<file path="src/rtl/dmac_sync_fifo.sv">
// dmac_sync_fifo: parametrised first-word-fall-through synchronous FIFO with occupancy count,
// almost-full/empty flags and sticky errors. Define DMAC_FIFO_OUTREG_EN for a registered output stage.
module dmac_sync_fifo #(
  parameter int DATA_WIDTH = 32,
  parameter int DEPTH_LG2  = 4,
  parameter int AF_LEVEL   = 12,
  parameter int AE_LEVEL   = 2
) (
  input  logic                  clk,
  input  logic                  rst,
  input  logic                  flush_i,
  input  logic                  wren_i,
  input  logic [DATA_WIDTH-1:0] wdata_i,
  output logic                  full_o,
  output logic                  almost_full_o,
  input  logic                  rden_i,
  output logic [DATA_WIDTH-1:0] rdata_o,
  output logic                  empty_o,
  output logic                  almost_empty_o,
  output logic [DEPTH_LG2:0]    count_o,
  output logic                  overflow_o,
  output logic                  underflow_o
);

  localparam int DEPTH = 1 << DEPTH_LG2;
  localparam int PW    = DEPTH_LG2 + 1;
`ifdef DMAC_FIFO_OUTREG_EN
  localparam int CAP   = DEPTH + 1;
`else
  localparam int CAP   = DEPTH;
`endif
  localparam logic [PW-1:0] CAP_C = PW'(CAP);
  localparam logic [PW-1:0] AF_C  = PW'(AF_LEVEL);
  localparam logic [PW-1:0] AE_C  = PW'(AE_LEVEL);

  logic [DATA_WIDTH-1:0] mem_r [DEPTH];
  logic [PW-1:0] wrptr_r, rdptr_r, count_r;
  logic [PW-1:0] wrptr_nx_s, rdptr_nx_s, count_nx_s;
  logic          full_r, af_r, empty_r, ae_r, overflow_r, underflow_r;
  logic          full_nx_s, af_nx_s, empty_nx_s, ae_nx_s, ovf_nx_s, unf_nx_s;
  logic          wr_ok_s, rd_ok_s;
`ifdef DMAC_FIFO_OUTREG_EN
  logic [DATA_WIDTH-1:0] od_r;
  logic                  ov_r, ov_nx_s, load_s;
  logic [PW-1:0]         mem_cnt_s;
`endif

  // Next-state pointers, occupancy and flags; flush overrides every request.
  always_comb begin
    wr_ok_s = wren_i & ~full_r;
    rd_ok_s = rden_i & ~empty_r;
`ifdef DMAC_FIFO_OUTREG_EN
    // The prefetch stage pulls from storage whenever it is free or being popped.
    mem_cnt_s  = wrptr_r - rdptr_r;
    load_s     = (mem_cnt_s != {PW{1'b0}}) & (~ov_r | rd_ok_s);
    rdptr_nx_s = rdptr_r + {{(PW-1){1'b0}}, load_s};
    ov_nx_s    = load_s | (ov_r & ~rd_ok_s);
`else
    rdptr_nx_s = rdptr_r + {{(PW-1){1'b0}}, rd_ok_s};
`endif
    wrptr_nx_s = wrptr_r + {{(PW-1){1'b0}}, wr_ok_s};
    ovf_nx_s   = overflow_r | (wren_i & full_r);
    unf_nx_s   = underflow_r | (rden_i & empty_r);
    if (flush_i) begin
      wrptr_nx_s = {PW{1'b0}};
      rdptr_nx_s = {PW{1'b0}};
      ovf_nx_s   = 1'b0;
      unf_nx_s   = 1'b0;
`ifdef DMAC_FIFO_OUTREG_EN
      ov_nx_s    = 1'b0;
`endif
    end else begin
      wrptr_nx_s = wrptr_nx_s;
      rdptr_nx_s = rdptr_nx_s;
    end
`ifdef DMAC_FIFO_OUTREG_EN
    count_nx_s = (wrptr_nx_s - rdptr_nx_s) + {{(PW-1){1'b0}}, ov_nx_s};
    empty_nx_s = ~ov_nx_s;
`else
    count_nx_s = wrptr_nx_s - rdptr_nx_s;
    empty_nx_s = (count_nx_s == {PW{1'b0}});
`endif
    full_nx_s  = (count_nx_s == CAP_C);
    af_nx_s    = (count_nx_s >= AF_C);
    ae_nx_s    = (count_nx_s <= AE_C);
  end

  // Pointer, count and flag registers.
  always_ff @(posedge clk or posedge rst) begin
    if (rst) begin
      wrptr_r     <= {PW{1'b0}};
      rdptr_r     <= {PW{1'b0}};
      count_r     <= {PW{1'b0}};
      full_r      <= 1'b0;
      af_r        <= 1'b0;
      empty_r     <= 1'b1;
      ae_r        <= 1'b1;
      overflow_r  <= 1'b0;
      underflow_r <= 1'b0;
    end else begin
      wrptr_r     <= wrptr_nx_s;
      rdptr_r     <= rdptr_nx_s;
      count_r     <= count_nx_s;
      full_r      <= full_nx_s;
      af_r        <= af_nx_s;
      empty_r     <= empty_nx_s;
      ae_r        <= ae_nx_s;
      overflow_r  <= ovf_nx_s;
      underflow_r <= unf_nx_s;
    end
  end

  // Storage array; deliberately not reset, and rejected or flushed writes never land.
  always_ff @(posedge clk) begin
    if (wr_ok_s && !flush_i) begin
      mem_r[wrptr_r[DEPTH_LG2-1:0]] <= wdata_i;
    end
  end

`ifdef DMAC_FIFO_OUTREG_EN
  // Output prefetch stage: holds the head entry so rdata_o comes straight from a flop.
  always_ff @(posedge clk or posedge rst) begin
    if (rst) begin
      ov_r <= 1'b0;
      od_r <= {DATA_WIDTH{1'b0}};
    end else if (flush_i) begin
      ov_r <= 1'b0;
      od_r <= {DATA_WIDTH{1'b0}};
    end else begin
      ov_r <= ov_nx_s;
      if (load_s) begin
        od_r <= mem_r[rdptr_r[DEPTH_LG2-1:0]];
      end
    end
  end

  assign rdata_o = od_r;
`else
  assign rdata_o = mem_r[rdptr_r[DEPTH_LG2-1:0]];
`endif

  assign full_o         = full_r;
  assign almost_full_o  = af_r;
  assign empty_o        = empty_r;
  assign almost_empty_o = ae_r;
  assign count_o        = count_r;
  assign overflow_o     = overflow_r;
  assign underflow_o    = underflow_r;

endmodule

</file>
<file path="config.mk">
export PLATFORM = sky130hd
export DESIGN_NAME = dmac_sync_fifo
export DESIGN_NICKNAME = d
export VERILOG_FILES = /design/src/rtl/dmac_sync_fifo.sv
export SDC_FILE = /design/constraint.sdc
export NUM_CORES = 1
export LEC_CHECK = 0
export BUFFER_PORTS_ARGS = -buffer_cell sky130_fd_sc_hd__buf_2
export CORE_UTILIZATION = 50
export DETAILED_ROUTE_END_ITERATION = 10
export GPL_ROUTABILITY_DRIVEN = 1
export PLACE_DENSITY = 0.78
export SLEW_MARGIN = 15
export SYNTH_ARGS = -nofsm -noshare
export SYNTH_HDL_FRONTEND = slang
export SYNTH_SLANG_ARGS = --single-unit
</file>
<file path="constraint.sdc">
create_clock -name clk -period 5.71 [get_ports clk]
set_input_delay 1.142 -clock clk [delete_from_list [all_inputs] [get_ports clk]]
set_output_delay 1.142 -clock clk [all_outputs]
set_load 0.05 [all_outputs]
</file>
==> out/results.ini, run 1 <==
[sta]
tns_ns = 0
finalCritPeriodShare_pct = 76.62
rsz0062_at_grt = false
finalHoldViolCount = 0
finalSetupViolCount = 0
relSlewSlack_pct = 23.00
maxSlewViolCount = 0
fmax_mhz = 228.6
fin_worst_skew_ns = 0.009368
finalCriticalPeriod_ns = 4.375
worst_pin_slew_ns = 1.152

[critical_path]
end_kind = primary output
cp.arrival_ns = 3.23
cpPeakStageDelay_ns = 0.68
worstPathCellList = buf_4 -> nand2_1 -> buf_4 -> o21ai_0 -> a21oi_1 -> a22oi_1 -> nand2_1 -> buf_2
required_ns = 4.57
start_kind = flip-flop
crit_type = reg2out
crit_path_top_delay_cell = dfrtp_1
crit_fanout = 29

[grt]
grt_pass1_wl_um = 63580
track_usage_pct = 20.59
grt-ovfl-total = 0
grt_pass1_vias = 10410
antenna_found_initial = 3
grt_max_degree = 77

[clocking]
cts_tree = yes
clock_sinks = 533
ctsResizeCount = 0
htreeDepth = 2
postCtsSetupBuffers = 0
cts.path.max_buffers = 3
cts-root-buf = clkbuf_16
clkSlewWorstSetupHoldPaths_ns = 0.06
ctsHoldBuffers = 0
numCtsBuffers = 51
clock_latency_ns = 0.57

[status]
status = complete, no violations

[yosys]
synth_cell_types = 39
ys_seq_area_share_pct = 76.78
synth_nets = 1103
synth-seq-cells = 533
synth_enable_flop_cells = 512
syn_area_mm2 = 0.02071
synth-warning-count = 0
avgSynthCellArea_um2 = 19.59
ys.flop_type = edfxtp_1
async_flop_share_pct = 3.940
netlist_instances = 1057

[floorplanning]
die_w_um = 205.5
ioPinCount = 80
fp.coreArea_mm2 = 0.04083
initial_utilization_pct = 50.72
die_area_mm2 = 0.04224
die_h_um = 205.5
std_cell_rows = 74

[layout]
n_fill_cell = 2889
layout.nets = 1208
final_cell_mix = edfxtp_1 (512), mux2i_1 (96), buf_2 (79), mux4_2 (64), o21ai_0 (57)
seqCellArea_mm2 = 0.01591
final_common_cell = edfxtp_1
stdcell_count = 1739
drive_gt1_share_pct = 26.35
area_growth_pct = 13.49
multi_input_area_mm2 = 0.004604

[detailed_routing]
drtIter0Drc = 896
routed.top_layer = met4
vias = 10230
postRouteAntennaNets = 0
viasPerCell = 5.882
wl_met3_um = 2644
dr_wl_met2_um = 21320
wire_per_inst_um = 24.37
drc = 0
wl_um = 42370
wl_met1_um = 17500
firstDrtPassIters = 5

[place]
gp_congestion = 0.7497
dp_cells = 1641
post-dp-hpwl_um = 23260
port_buffers = 79

[power]
p_leak_nw = 7.647
power_density_mw_per_mm2 = 386.6
ir_drop_uv = 332.3

[run]
max-cap-violations = 0

[worst_hold_path]
hold_path.class = reg2reg

==> sequential cells by signal, indices dropped and copies added (netlist names) <==
| register | cells |
|---|---|
| overflow_o | 1 |
| count_o | 5 |
| empty_o | 1 |
| mem_r | 512 |
| full_o | 1 |
| almost_full_o | 1 |
| wrptr_r | 5 |
| underflow_o | 1 |
| almost_empty_o | 1 |
| rdptr_r | 5 |
==> logic make-up (layout without fill, tap and decap cells) <==
kind of cell / count (synthesis) / after routing / share of synthesized area, %
flops: 533 / 533 / 76.78
mux: 192 / 192 / 13.34
compound gates: 168 / 168 / 5.425
simple gates: 82 / 82 / 1.855
buf+inv: 64 / 210 / 1.559
fa+ha+maj: 9 / 9 / 0.5800
xor+xnor: 9 / 9 / 0.4591
other cells: 0 / 4 / 0
==> cells in the mapped netlist, types with 3 or more instances <==
library cell	number	area, um^2
edfxtp_1	512	15370
mux2i_1	96	960.9
mux4_2	64	1441
o21ai_0	57	285.3
nand2_1	37	138.9
a21oi_1	36	180.2
a22oi_1	32	240.2
mux2_2	32	360.4
a221oi_1	20	175.2
dfrtp_1	19	475.5
clkbuf_1	18	67.56
nor2_1	17	63.81
buf_2	15	75.07
buf_4	13	97.59
a221oi_2	12	180.2
inv_1	9	33.78
ha_1	8	100.1
o21ai_1	8	40.04
buf_1	7	26.28
nand2b_1	6	37.54
xor2_1	6	52.55
nor3_1	5	25.02
nor2b_1	4	25.02
nand3_1	3	15.01
==> through the flow <==
step | utilization (%) | instance area, um^2 | hold slack (ns) | setup slack, ns | total power, W
after floorplan | - | 20710 | 0.5109 | 1.089 | 0.005576
after global placement | 53.56 | 21870 | 0.4787 | 2.031 | 0.005892
after detailed placement | 53.56 | 21870 | 0.5157 | 1.983 | 0.005914
after CTS | 57.54 | 23500 | 0.5282 | 1.336 | 0.009152
after global routing | 57.55 | 23500 | 0.5408 | 1.208 | 0.009380
final | 57.57 | 23510 | 0.5158 | 1.335 | 0.009087
==> metal layers <==
layer  track usage (%)  vias up
met2             34.56      336
met3             3.564       64
met4             5.873        0
met5                 0        -
met1             27.75     5306
li1                  -     4523
==> final cells by class <==
cell class | instances | area share (%)
Antenna cell | 4 | 0.04258
Clock buffer | 67 | 5.909
Clock inverter | 27 | 1.001
Inverter | 9 | 0.1437
Multi-Input combinational cell | 460 | 19.59
Sequential cell | 533 | 67.69
Tap cell | 532 | 2.832
Timing Repair Buffer | 107 | 2.789
==> final timing paths <==
| kind | to | slack (ns) | cells after the start | start |
|---|---|---|---|---|
| max in group asynchronous | rdptr_r[1] | 4.38 | 2 | rst |
| worst max register to register | empty_o | 2.15 | 8 | rdptr_r[2] |
| worst min-delay path | overflow_o | 0.52 | 2 | overflow_o |
| worst max-delay path | rdata_o[0] | 1.33 | 8 | rdptr_r[2] |
| min in group asynchronous | overflow_o | 0.73 | 2 | rst |
| worst min register to register | overflow_o | 0.52 | 2 | overflow_o |
==> power by group <==
| group | switching [W] | internal [W] | leakage [nW] | total, W |
|---|---|---|---|---|
| Sequential | 0.0000617 | 0.00438 | 4.88 | 0.00444 |
| Combinational | 0.000874 | 0.000502 | 1.97 | 0.00138 |
| Clock | 0.00138 | 0.00189 | 0.790 | 0.00327 |
| Total | 0.00232 | 0.00677 | 7.65 | 0.00909 |
==> worst max-delay path: cells and delay by family (launching register included) <==
| family | cells | cell delay [ns] |
|---|---|---|
| buffers and inverters | 3 | 1.05 |
| AND/OR/NAND/NOR | 2 | 0.34 |
| flip-flops | 1 | 0.68 |
| AO/OA/AOI/OAI | 3 | 0.59 |
No activity file was read; power rests on OpenSTA's default activity.
==> run 2: changes to the inputs <==
==> constraint.sdc (replaced) <==
create_clock -name clk -period 4.5 [get_ports clk]
set_input_delay 0.9 -clock clk [delete_from_list [all_inputs] [get_ports clk]]
set_output_delay 0.9 -clock clk [all_outputs]
set_load 0.05 [all_outputs]
==> out/results.ini, run 2 (synthesis gave the netlist of run 1 again) <==
[power]
p_leak_nw = 7.628  ; -0.24%
power_density_mw_per_mm2 = 479.5  ; +24%
pwr-share-clk_pct = 34.0  ; -2.0 points
p_sw_share_pct = 25.92  ; +0.43 points
pwr-share-seq_pct = 50.3  ; +1.4 points
p_int_w = 0.008306  ; +23%
finalPower_w = 0.01121  ; +23%
ir_drop_uv = 426.1  ; +28%
p_switching_w = 0.002906  ; +25%
p_comb_share_pct = 15.7  ; +0.6 points

[detailed_routing]
postRouteAntennaNets = 0  ; unchanged
vias = 10480  ; +2.4%
firstDrtPassIters = 5  ; unchanged
viasPerCell = 6.032  ; +2.5%
wire_per_inst_um = 24.72  ; +1.5%
drtIter0Drc = 1044  ; +17%
wl_um = 42940  ; +1.3%
drc = 0  ; unchanged

[grt]
grt-ovfl-total = 0  ; unchanged
track_usage_pct = 20.80  ; +0.21 points
grt_pass1_vias = 10700  ; +2.8%
grt_pass1_wl_um = 64830  ; +2.0%
grt_max_degree = 52  ; -32%
antenna_found_initial = 2  ; -1

[floorplanning]
fp.coreArea_mm2 = 0.04083  ; unchanged
die_area_mm2 = 0.04224  ; unchanged
die_w_um = 205.5  ; unchanged
die_h_um = 205.5  ; unchanged
ioPinCount = 80  ; unchanged
initial_utilization_pct = 50.72  ; unchanged
std_cell_rows = 74  ; unchanged

[clocking]
cts_tree = yes
postCtsSetupBuffers = 0  ; unchanged
ctsResizeCount = 0  ; unchanged
clock_latency_ns = 0.55  ; -0.02 ns
clock_sinks = 533  ; unchanged
ctsHoldBuffers = 0  ; unchanged
numCtsBuffers = 49  ; -3.9%
cts-root-buf = clkbuf_16
clkSlewWorstSetupHoldPaths_ns = 0.06  ; about the same
htreeDepth = 2  ; unchanged
cts.path.max_buffers = 3  ; unchanged

[critical_path]
crit_path_top_delay_cell = dfrtp_4
start_kind = flip-flop
end_kind = primary output
reg2reg_to = almost_empty_o
worstPathCellList = buf_12 -> mux2i_1 -> a221oi_1 -> o21ai_0 -> nand2_1 -> buf_2
worstRegToRegCells = 11  ; +3
crit_fanout = 51  ; +76%
r2r-start = rdptr_r[0]
cpPeakStageDelay_ns = 0.76  ; +0.08 ns
cpLargestDelayFamily = flip-flops
required_ns = 3.60  ; -0.97 ns
cp.arrival_ns = 3.05  ; -0.18 ns
crit_type = reg2out
reg2reg_slack_ns = 1.18  ; -0.97 ns
path_buf_inv = 2  ; -1

[sta]
relSlewSlack_pct = 28.17  ; +5.2 points
finalCriticalPeriod_ns = 3.947
tns_ns = 0  ; unchanged
worst_pin_slew_ns = 1.077  ; -0.07488 ns
hold_ws_ns = 0.4993  ; -0.01653 ns
maxSlewViolCount = 0  ; unchanged
rsz0062_at_grt = false
finalSetupViolCount = 0  ; unchanged
fmax_mhz = 253.3
finalCritPeriodShare_pct = 87.72
fin_worst_skew_ns = 0.01296  ; +0.003587 ns
finalHoldViolCount = 0  ; unchanged

[place]
port_buffers = 79  ; unchanged
gp_congestion = 0.7455  ; -0.56%
post-dp-hpwl_um = 23300  ; +0.14%
place_area_mm2 = 0.02193  ; +0.27%

[status]
status = complete, no violations

[layout]
area_growth_pct = 12.90
n_fill_cell = 2904  ; +0.52%
largest_register_ffs = 512  ; unchanged
final_cell_mix = edfxtp_1 (512), mux2i_1 (96), buf_2 (79), mux4_2 (64), o21ai_0 (57)
layout.nets = 1214  ; +0.50%
stdcell_area_mm2 = 0.02338  ; -0.52%
final_common_cell = edfxtp_1
drive_gt1_share_pct = 26.91  ; +0.56 points

[worst_hold_path]
hold_path.class = in2async

[run]
max-cap-violations = 0  ; unchanged

run 2: final cells by class:
type                       count  area (um^2)  share of cell area [%]
clock buffer                  57         1256                   5.372
tap                          532        665.6                   2.847
sequential                   533        15910                   68.05
multi-input combinational    460         4604                   19.69
timing repair buffer         115        715.7                   3.061
clock inverter                30        192.7                  0.8241
antenna                        1        2.502                 0.01070
inverter                       9        33.78                  0.1445
run 2: through the flow:
stage	utilization (%)	setup slack [ns]	instances
after floorplan	-	0.1211	1057
after global routing	57.26	0.4446	1736
after CTS	57.26	0.5625	1736
after detailed placement	53.71	1.121	1649
final	57.27	0.5525	1737
after global placement	53.71	1.206	1649
run 2: worst max-delay path by stage:
stage	slack, ns	endpoint	from	cells after the start
after floorplan	0.12	mem_r[0][0]	wren_i	4
after global placement	1.21	mem_r[3][8]	wren_i	6
after detailed placement	1.12	mem_r[3][9]	wren_i	6
after CTS	0.56	rdata_o[0]	rdptr_r[0]	7
after global routing	0.44	rdata_o[0]	rdptr_r[0]	6
final	0.55	rdata_o[0]	rdptr_r[0]	6
run 2: metal layers:
| layer | GRT usage, % | up-vias | share of wire (%) |
|---|---|---|---|
| met5 | 0 | - | 0 |
| met4 | 6.852 | 0 | 2.6 |
| met3 | 3.326 | 79 | 7.1 |
| met2 | 33.43 | 456 | 49 |
| met1 | 29.24 | 5414 | 41 |
| li1 | - | 4528 | - |
run 2: power groups by stage:
| stage | Clock, W | Sequential [W] | Combinational, W |
|---|---|---|---|
| finish | 0.00381 | 0.00564 | 0.00176 |
| global route | 0.00403 | 0.00565 | 0.00188 |
| CTS | 0.00385 | 0.00564 | 0.00179 |
| detailed placement | 0 | 0.00574 | 0.00178 |
| global placement | 0 | 0.00574 | 0.00175 |
| floorplan | 0 | 0.00582 | 0.00126 |
==> run 3: changes to the inputs <==
--- a/config.mk
+++ b/config.mk
@@ -5,6 +5,7 @@
 export SDC_FILE = /design/constraint.sdc
 export NUM_CORES = 1
 export LEC_CHECK = 0
+export ABC_AREA = 1
 export BUFFER_PORTS_ARGS = -buffer_cell sky130_fd_sc_hd__buf_2
 export CORE_UTILIZATION = 50
 export DETAILED_ROUTE_END_ITERATION = 10
==> out/results.ini, run 3 <==
[yosys]
ys_seq_area_share_pct = 75.17  ; -1.6 points
avgSynthCellArea_um2 = 12.78  ; -35%
yosys-top-cells-area = edfxtp_1 (73%), nand2_1 (6.4%), o21ai_0 (3.3%)
synth_top_area_share_pct = 72.68  ; -1.6 points
synth_nets = 1701  ; +54%
synth_cell_types = 33  ; -15%
synth-warning-count = 0  ; unchanged
synth_most_common_cell = edfxtp_1
netlist_instances = 1655  ; +57%
yosysTopAreaCell = edfxtp_1
async_flop_share_pct = 3.940  ; unchanged
synth-seq-cells = 533  ; unchanged
ys.flop_type = edfxtp_1
netlist_top_cells_count = edfxtp_1 (512), nand2_1 (361), nor2_1 (164), o21ai_0 (138), nand3_1 (106)
syn_area_mm2 = 0.02116  ; +2.1%
synth_enable_flop_cells = 512  ; unchanged

[sta]
tns_ns = 0  ; unchanged
hold_ws_ns = 0.4818  ; -0.01744 ns
fmax_mhz = 237.8  ; -6.1%
finalHoldViolCount = 0  ; unchanged
rsz0062_at_grt = false
finalCritPeriodShare_pct = 93.44  ; +5.7 points
maxSlewViolCount = 0  ; unchanged
worst_pin_slew_ns = 1.163  ; +0.08519 ns
finalSetupViolCount = 0  ; unchanged
relSlewSlack_pct = 22.49  ; -5.7 points
finalCriticalPeriod_ns = 4.205  ; +0.2575 ns
fin_worst_skew_ns = 0.01497  ; +0.002011 ns

[power]
p_int_w = 0.008142  ; -2.0%
p_leak_nw = 8.173  ; +7.1%
p_comb_share_pct = 18.3  ; +2.6 points
pwr-share-seq_pct = 48.6  ; -1.7 points
ir_drop_uv = 380.5  ; -11%
pwr-share-clk_pct = 33.1  ; -0.9 points
power_density_mw_per_mm2 = 489.7  ; +2.1%
p_sw_share_pct = 29.68  ; +3.8 points
p_switching_w = 0.003437  ; +18%

[floorplanning]
die_h_um = 207.7  ; +1.1%
std_cell_rows = 74  ; unchanged
fp.coreArea_mm2 = 0.04129  ; +1.1%
die_w_um = 207.7  ; +1.1%
die_area_mm2 = 0.04314  ; +2.1%
ioPinCount = 80  ; unchanged
initial_utilization_pct = 51.23  ; +0.51 points

[clocking]
ctsResizeCount = 0  ; unchanged
postCtsSetupBuffers = 0  ; unchanged
cts.path.max_buffers = 3  ; unchanged
ctsHoldBuffers = 0  ; unchanged
cts-root-buf = clkbuf_16
clock_latency_ns = 0.58  ; +0.03 ns
htreeDepth = 2  ; unchanged
cts_tree = yes
numCtsBuffers = 50  ; +2.0%
clkSlewWorstSetupHoldPaths_ns = 0.06  ; about the same
clock_sinks = 533  ; unchanged

[layout]
multi_input_area_mm2 = 0.004574  ; -0.65%
final_common_cell = edfxtp_1
area_growth_pct = 11.78
antennaDiodeCount = 0  ; -1
n_fill_cell = 3118  ; +7.4%
final_cell_mix = edfxtp_1 (512), nand2_1 (361), nor2_1 (148), o21ai_0 (138), nand3_1 (106)
drive_gt1_share_pct = 12.07  ; -15 points
largest_register_ffs = 512  ; unchanged
seqCellArea_mm2 = 0.01591  ; unchanged
fin_util_pct = 57.26  ; about the same
layout.nets = 1780  ; +47%

[critical_path]
cp.depth = 6  ; unchanged
start_kind = flip-flop
path_buf_inv = 2  ; unchanged
cpLargestDelayFamily = buffers and inverters
crit_type = reg2out
cp.arrival_ns = 3.30  ; +0.25 ns
crit_start = rdptr_r[1]
worstRegToRegCells = 11  ; unchanged
end_kind = primary output
required_ns = 3.60  ; about the same
worstPathCellList = buf_4 -> o21ai_0 -> o211ai_1 -> nand4_1 -> nand2_1 -> buf_2
crit_fanout = 66  ; +29%
r2r-start = rdptr_r[1]
reg2reg_slack_ns = 1.68  ; +0.50 ns
crit_path_top_delay_cell = dfrtp_4
cpPeakStageDelay_ns = 0.90  ; +0.14 ns

[detailed_routing]
viasPerCell = 5.764  ; -4.4%
postRouteAntennaNets = 0  ; unchanged
drc = 0  ; unchanged
wl_um = 49410  ; +15%
firstDrtPassIters = 6  ; +1
drtIter0Drc = 1643  ; +57%
vias = 13290  ; +27%
wire_per_inst_um = 21.44  ; -13%

[run]
max-cap-violations = 0  ; unchanged

[grt]
grt_pass1_wl_um = 75780  ; +17%
grt_pass1_vias = 13040  ; +22%
grt-ovfl-total = 0  ; unchanged
antenna_found_initial = 3  ; +1
grt_max_degree = 284  ; +450%
track_usage_pct = 22.97  ; +2.2 points

[status]
status = complete, no violations

[place]
port_buffers = 79  ; unchanged
post-dp-hpwl_um = 27260  ; +17%
gp_congestion = 0.7976  ; +7.0%

[worst_hold_path]
hold_path.class = in2async

[run 3: worst paths after layout]
path	to
hold reg to reg	overflow_o
setup reg to reg	full_o
min in group clk	overflow_o
hold / removal	count_o[4]
max in group asynchronous	rdptr_r[1]
setup / recovery	rdata_o[3]
[run 3: layout make-up]
type	instances	share of cell area, %
Tap cell	532	2.815
Inverter	60	0.9736
Clock inverter	25	0.5768
Timing Repair Buffer	124	3.365
Clock buffer	66	5.635
Multi-Input combinational cell	965	19.34
Sequential cell	533	67.29
[run 3: layer usage]
layer	part of all wire (%)	global-route usage, %	wire (um)
met2	48	37.54	23780
met5	0.026	0	13
met4	3.2	8.531	1562
met3	9.6	4.251	4753
met1	39	30.86	19300
[run 3: cell families after synthesis]
kind of cell	share of synthesized area [%]
compound gates	7.517
fa+ha+maj	0.5678
flops	75.17
buf+inv	3.773
simple gates	12.85
xor+xnor	0.1242
[run 3: power groups by stage]
stage | logic [W] | clock network (W) | registers (W)
after floorplan | 0.00147 | 0 | 0.00582
after global placement | 0.00205 | 0 | 0.00573
after detailed placement | 0.00210 | 0 | 0.00573
after CTS | 0.00211 | 0.00386 | 0.00563
after global routing | 0.00230 | 0.00406 | 0.00564
final | 0.00211 | 0.00383 | 0.00563
[run 3: through the flow]
stage	area [um^2]	instances	worst slack [ns]	total power [W]
2_1_floorplan	21160	1655	1.154	0.007292
3_5_place_dp	22180	2214	0.9404	0.007829
3_3_place_gp	22180	2214	1.037	0.007780
5_1_grt	23650	2305	0.1288	0.01200
6_report	23650	2305	0.2950	0.01158
4_1_cts	23650	2305	0.3359	0.01161
